===== src/rtl/multi_divisor_clock_if.sv =====
// Control/status bundle for the multi-channel clock divider.
// The master drives enables, divisor values and load strobes; the slave returns waveforms.
interface multi_divisor_clock_if #(
    parameter int unsigned N_CH  = 2,
    parameter int unsigned CNT_W = 16
);
    logic [N_CH-1:0]       en;
    logic [N_CH*CNT_W-1:0] div_val;
    logic [N_CH-1:0]       load;
    logic [N_CH-1:0]       clk_out;
    logic [N_CH-1:0]       tick;
    logic [N_CH-1:0]       busy;

    modport master (
        output en, div_val, load,
        input  clk_out, tick, busy
    );

    modport slave (
        input  en, div_val, load,
        output clk_out, tick, busy
    );
endinterface


===== src/rtl/multi_divisor_clock.sv =====
// N_CH independent square-wave dividers with a half-period of A+1 clk cycles each.
// Divisor changes made while running are held pending and applied at the next toggle.
module multi_divisor_clock #(
    parameter int unsigned N_CH        = 2,
    parameter int unsigned CNT_W       = 16,
    parameter int unsigned DEFAULT_DIV = 4999
) (
    input logic                  clk,
    input logic                  rst,
    multi_divisor_clock_if.slave bus
);

    localparam logic [CNT_W-1:0] ResetDiv = CNT_W'(DEFAULT_DIV);

    logic [CNT_W-1:0] cnt_q [N_CH];
    logic [CNT_W-1:0] act_q [N_CH];
    logic [CNT_W-1:0] pnd_q [N_CH];
    logic [CNT_W-1:0] div_w [N_CH];
    logic [N_CH-1:0]  pend_q;
    logic [N_CH-1:0]  out_q;
    logic [N_CH-1:0]  tick_q;

    always_comb begin
        for (int unsigned i = 0; i < N_CH; i++) begin
            div_w[i] = bus.div_val[i*CNT_W +: CNT_W];
        end
    end

    // Each channel is IDLE or RUN according to en as sampled at the edge, so the
    // edge that enables a channel is already its first counting edge.
    always_ff @(posedge clk) begin
        for (int unsigned i = 0; i < N_CH; i++) begin
            if (rst) begin
                cnt_q[i]  <= '0;
                act_q[i]  <= ResetDiv;
                pnd_q[i]  <= '0;
                pend_q[i] <= 1'b0;
                out_q[i]  <= 1'b0;
                tick_q[i] <= 1'b0;
            end else begin
                tick_q[i] <= 1'b0;
                if (!bus.en[i]) begin
                    cnt_q[i] <= '0;
                    out_q[i] <= 1'b0;
                    if (bus.load[i]) begin
                        act_q[i]  <= div_w[i];
                        pend_q[i] <= 1'b0;
                    end
                end else if (cnt_q[i] >= act_q[i]) begin
                    cnt_q[i]  <= '0;
                    out_q[i]  <= ~out_q[i];
                    tick_q[i] <= 1'b1;
                    pend_q[i] <= 1'b0;
                    // A load landing on the wrap edge wins over an older pending value.
                    if (bus.load[i]) begin
                        act_q[i] <= div_w[i];
                    end else if (pend_q[i]) begin
                        act_q[i] <= pnd_q[i];
                    end
                end else begin
                    cnt_q[i] <= cnt_q[i] + CNT_W'(1);
                    if (bus.load[i]) begin
                        pnd_q[i]  <= div_w[i];
                        pend_q[i] <= 1'b1;
                    end
                end
            end
        end
    end

    assign bus.clk_out = out_q;
    assign bus.tick    = tick_q;
    assign bus.busy    = pend_q;

endmodule


===== src/flat_wrapper.sv =====
// flat-port wrapper written by rule: the top's interface ports become plain ports
module multi_divisor_clock_flat 
#(
    parameter int unsigned N_CH        = 2,
    parameter int unsigned CNT_W       = 16,
    parameter int unsigned DEFAULT_DIV = 4999
)
  (clk, rst, bus_en, bus_div_val, bus_load, bus_clk_out, bus_tick, bus_busy);
  multi_divisor_clock_if #(.N_CH(N_CH), .CNT_W(CNT_W)) bus_i ();
  input logic clk;
  input logic rst;
  input wire logic [$bits(bus_i.en)-1:0] bus_en;
  input wire logic [$bits(bus_i.div_val)-1:0] bus_div_val;
  input wire logic [$bits(bus_i.load)-1:0] bus_load;
  output wire logic [$bits(bus_i.clk_out)-1:0] bus_clk_out;
  output wire logic [$bits(bus_i.tick)-1:0] bus_tick;
  output wire logic [$bits(bus_i.busy)-1:0] bus_busy;
  assign bus_i.en = bus_en;
  assign bus_i.div_val = bus_div_val;
  assign bus_i.load = bus_load;
  assign bus_clk_out = bus_i.clk_out;
  assign bus_tick = bus_i.tick;
  assign bus_busy = bus_i.busy;
  multi_divisor_clock #(.N_CH(N_CH), .CNT_W(CNT_W), .DEFAULT_DIV(DEFAULT_DIV)) u_core (.clk(clk), .rst(rst), .bus(bus_i));
endmodule

===== config.mk =====
export PLATFORM = sky130hd
export DESIGN_NAME = multi_divisor_clock_flat
export DESIGN_NICKNAME = d
export VERILOG_FILES = /design/src/rtl/multi_divisor_clock_if.sv /design/src/rtl/multi_divisor_clock.sv /design/src/flat_wrapper.sv
export SDC_FILE = /design/constraint.sdc
export NUM_CORES = 1
export LEC_CHECK = 0
export CAP_MARGIN = 5
export CORE_MARGIN = 2
export CORE_UTILIZATION = 41
export CTS_CLUSTER_SIZE = 24
export DETAILED_ROUTE_END_ITERATION = 10
export PLACE_DENSITY = 0.64
export SLEW_MARGIN = 20
export SYNTH_ARGS = -nofsm -noshare
export SYNTH_HDL_FRONTEND = slang
export SYNTH_SLANG_ARGS = --single-unit

===== constraint.sdc =====
create_clock -name clk -period 3.3 [get_ports clk]
set_input_delay 0.33 -clock clk [delete_from_list [all_inputs] [get_ports clk]]
set_output_delay 0.33 -clock clk [all_outputs]
set_load 0.01 [all_outputs]

# Word level (Yosys, flattened, before mapping)
# Memory sizes are Yosys's and may differ from the RTL's.
# Index checks and enable logic that the tools add are counted.
[totals] reg_bits=6 latch_bits=0 mem_bits_rw=96 mem_bits_ro=0 input_bits=38 output_inout_bits=6 word_cells=120 n_memories=3
[op_classes] add_sub_neg=2 multipliers=0 div_mod_pow=0 n_lt_le_gt_ge=2 n_eq_ne=0 shifts=0 n_mux=82 n_bitwise=18 n_reduce_logical=8
[memory_table] name="u_core.act_q" words=2 word_bits=16 rd=2 rd_clocked_by_memory_dff=0 write_ports=2 line="multi_divisor_clock.sv:16" source="logic [CNT_W-1:0] act_q [N_CH];"
[memory_table] name="u_core.cnt_q" words=2 word_bits=16 rd=2 rd_clocked_by_memory_dff=0 write_ports=2 line="multi_divisor_clock.sv:15" source="logic [CNT_W-1:0] cnt_q [N_CH];"
[memory_table] name="u_core.pnd_q" words=2 word_bits=16 rd=2 rd_clocked_by_memory_dff=0 write_ports=2 line="multi_divisor_clock.sv:17" source="logic [CNT_W-1:0] pnd_q [N_CH];"
[op_table] operator="2-to-1 mux 16 bit" n=14
[op_table] operator="2-to-1 mux 1 bit" n=68
[op_table] operator="adder 16 x 1 -> 16 bit, second input constant" n=2
[op_table] operator=">= comparator 16 bit" n=2
[op_table] operator="OR 1 bit" n=14
[op_table] operator="nonzero test 2 bit" n=4
[op_table] operator="inverter 1 bit" n=4
[op_table] operator="AND reduction 2 bit" n=2
[op_table] operator="OR reduction 2 bit" n=2

# Longest topological paths before layout
[depth] word_depth=7 mapped_depth=10 ltp_nobuf=8

# Least setup slack after synthesis
# Ideal clock, no wire load.
[synth_path] kind="register -> register" startpoint="memory u_core.cnt_q[1][13]" endpoint="memory u_core.act_q[1][0] (data pin)" setup_ns=0.256 t_arrival_ns=2.176 setup_slack_ns=0.868 path_stages_with_launch=9 path_buffers=2 path_cell_list="edfxtp_1 > ha_1 > nand4_1 > or3_1 > o211a_1 > buf_6 > or3_1 > buf_2 > a2bb2oi_1"
[synth_rtl] element="from (decl)" line="multi_divisor_clock.sv:15"
[synth_rtl] element="to (decl)" line="multi_divisor_clock.sv:16"

==> results_dict.tcl <==
set metrics [dict create \
    status "finished clean" \
    synth_seq_area_share_pct 57.3 \
    viasPerCell 4.83 \
    rr_endpoint "u_core.act_q[1][0]$_SDFFCE_PN1P_" \
    start_util_pct 41.7 \
    rsz0062_at_grt "no" \
    sw_frac_of_total_pct 24.7 \
    grt_util_all_layers_pct 15.1 \
    routed_wl_um 9440 \
    clkLatencyLatePin_ns 0.34 \
    post_cts_resized 0 \
    synth_edf_count 96 \
    clockBufferDepth 2 \
    setup.worst_path.start "u_core.cnt_q[1][13]$_SDFFCE_PN0P_" \
    p_per_area_nw_per_um2 464 \
    max_freq_ghz 0.347 \
    vias 3359 \
    rows 41 \
    intPower_uw 2180 \
    cts_root_buffer "clkbuf_16" \
    async_reset_ff_share_pct 0 \
    drt-initial-drc-count 128 \
    path_cells "ha_1 -> nand4_1 -> or3_1 -> o211a_1 -> a211oi_4 -> a2bb2oi_1" \
    maxSlewViolCount 0 \
    final.setup.worst_slack_ns 0.419 \
    crit_family "compound AO/OA/AOI/OAI gates" \
    pwr-share-clk_pct 34.9 \
    dieArea_um2 13700 \
    maxCapViolations 0 \
    ys.warnings.count 0 \
    cts.sinks 102 \
    ios 44 \
    pwr-share-comb_pct 11.3 \
    route.detailed.drc 0 \
    diodes 0 \
    drive_above_1_share_pct 7.65 \
    setup_viol 0 \
    crit_fanout 16 \
    critPathBufInv 0 \
    hold_viol_final 0 \
    critPathKind "reg -> reg" \
    crit_path_max_incr_delay_ns 0.72 \
    cts_tree "yes" \
    hp-class "reg -> reg" \
    cp.depth 6 \
    yosysMostFrequentCell "edfxtp_1" \
    port_buffers 43 \
    r2r_slack_ns 0.42 \
    p_seq_share_pct 53.8 \
    layout.nets 590 \
    clk_pin_slew_ns 0.07 \
    fin_crit_sh_pct 87.3 \
    synth_cell_types 43 \
    post_cts_buffers 0 \
    grt_remaining_overflow 0 \
    grt_pass1_wl_um 16000 \
    synth_top_area_share_pct 55.0 \
    synth_top_cell_by_area "edfxtp_1" \
    ant_nets 0 \
    tritoncts.num_buffers 9 \
    dp_hpwl_um 7050 \
    critPathSlowestCell "a211oi_4" \
    area_growth_pct 19.3 \
    syn-cell-area_um2 5240 \
    firstDrtPassIters 4 \
    ir_drop_mv 0.251 \
    r2r_cells 6 \
    fin_crit_ns 2.88 \
    die_x_um 117 \
    tightestPinTransition_ns 1.07 \
    syn_inst 440 \
    grt_start_max_net_pins 19 \
    syn-mean-instance-area_um2 11.9 \
    required_ns 3.36 \
    cts_hold_buffers 0 \
    slew_headroom_pct 28.6 \
    wl_per_cell_um 13.6 \
    synth_common_cells "edfxtp_1, inv_1, nor2_1" \
    post-place-ws_ns 0.442 \
    gp_congestion 0.815 \
    leakage_uw 0.00253 \
    switching_power_uw 715 \
    fin_setup_tns_ns 0 \
    synth_seq_cells 102 \
    synth.area.top_cells "edfxtp_1, ha_1, xor2_1" \
    worstSetupEndpoint "u_core.act_q[1][0]$_SDFFCE_PN1P_" \
    die_height_um 117 \
    fin_worst_skew_ns 0.00613 \
    end_kind "flip-flop" \
    antenna_found_initial 0 \
    core_um2 12600 \
    htree_levels 3 \
    startpoint_type "flip-flop" \
    synth_ff_type "edfxtp_1" \
    r2r_start "u_core.cnt_q[1][13]$_SDFFCE_PN0P_" \
    grt_pass1_vias 3212 \
    worstPathArrival_ns 2.94 \
]
power groups by stage:
| stage | clock network (uW) | logic (uW) | registers [uW] |
|---|---|---|---|
| final | 1010 | 328 | 1560 |
| after global placement | 0 | 317 | 1580 |
| after global routing | 1100 | 373 | 1570 |
| after detailed placement | 0 | 328 | 1590 |
| after CTS | 1040 | 331 | 1560 |
| after floorplan | 0 | 211 | 1570 |
logic make-up after synthesis:
family	share of synthesized area, %
other	0.0716
buffers and inverters	4.54
flip-flops	57.3
adder cells (fa/ha/maj)	8.12
XOR/XNOR	5.02
AND/OR/NAND/NOR	14.3
AO/OA/AOI/OAI	10.6
layer usage:
layer / routed length, um / vias to the layer above / GRT usage, %
li1: - / 1708 / -
met1: 4910 / 1588 / 22.5
met2: 4180 / 54 / 22.3
met3: 208 / 9 / 2.63
met4: 141 / 0 / 5.41
met5: 0 / - / 0
layout make-up:
| class | count | area, um2 |
|---|---|---|
| fill | 1125 | 6320 |
| sequential | 102 | 3000 |
| multi-input combinational | 311 | 2110 |
| timing repair buffer | 47 | 460 |
| clock buffer | 9 | 225 |
| tap | 172 | 215 |
| inverter | 47 | 176 |
| clock inverter | 7 | 56.3 |
worst register-to-register path: stages, from the launching register on:
cell and delay (ns):
edfxtp_1 0.46, ha_1 0.34, nand4_1 0.13, or3_1 0.43
o211a_1 0.39, a211oi_4 0.73, a2bb2oi_1 0.14
how the worst min path moves through the flow:
stage | from | end | slack [ns] | depth (start not counted)
after floorplan | bus_load[1] | u_core.bus.busy[1]$_SDFFE_PP0P_ | 0.50 | 2
after global placement | u_core.bus.clk_out[1]$_SDFFE_PP0P_ | u_core.bus.clk_out[1]$_SDFFE_PP0P_ | 0.50 | 2
after detailed placement | u_core.bus.clk_out[1]$_SDFFE_PP0P_ | u_core.bus.clk_out[1]$_SDFFE_PP0P_ | 0.52 | 2
after CTS | u_core.pnd_q[1][5]$_SDFFCE_PN0P_ | u_core.act_q[1][5]$_SDFFCE_PN0P_ | 0.54 | 1
after global routing | u_core.pnd_q[1][5]$_SDFFCE_PN0P_ | u_core.act_q[1][5]$_SDFFCE_PN0P_ | 0.55 | 1
final | u_core.bus.clk_out[1]$_SDFFE_PP0P_ | u_core.bus.clk_out[1]$_SDFFE_PP0P_ | 0.53 | 2
stage by stage:
stage | cell area, um2 | instances | hold slack [ns] | util, % | power [uW]
floorplan | 5360 | 471 | 0.499 | - | 1780
global placement | 5970 | 679 | 0.502 | 47.5 | 1900
detailed placement | 5970 | 679 | 0.518 | 47.5 | 1920
CTS | 6250 | 695 | 0.538 | 49.7 | 2930
global route | 6250 | 695 | 0.549 | 49.7 | 3040
finish | 6250 | 695 | 0.530 | 49.7 | 2900
flip-flops by register name, indices dropped and copies added (netlist names):
signal / cells
u_core.bus.clk_out: 2
u_core.bus.busy: 2
u_core.bus.tick: 2
u_core.act_q: 32
u_core.pnd_q: 32
u_core.cnt_q: 32
placed cells by master, fill, tap and decap left out, drive strengths merged, types with 2 or more instances in the layout:
master	Yosys	final
xor2	23	23
and4	2	2
clkinv	1	4
a31o	2	2
a21oi	16	16
buf	5	4
or2	2	2
inv	46	49
nand3	14	14
edfxtp	96	96
clkbuf	6	9
and2	25	25
a22o	18	18
conb	1	32
nand2	17	17
clkdlybuf4s50	0	43
a21o	6	6
xnor2	7	7
ha	34	34
nor2b	4	4
nand4	8	8
a2bb2oi	14	14
o21a	3	3
dfxtp	6	6
or3	3	3
nand2b	6	6
and3	8	8
nor2	41	41
o21ai	2	2
a211oi	4	4
nor3	14	14
Power figures use the tool's default switching activity.
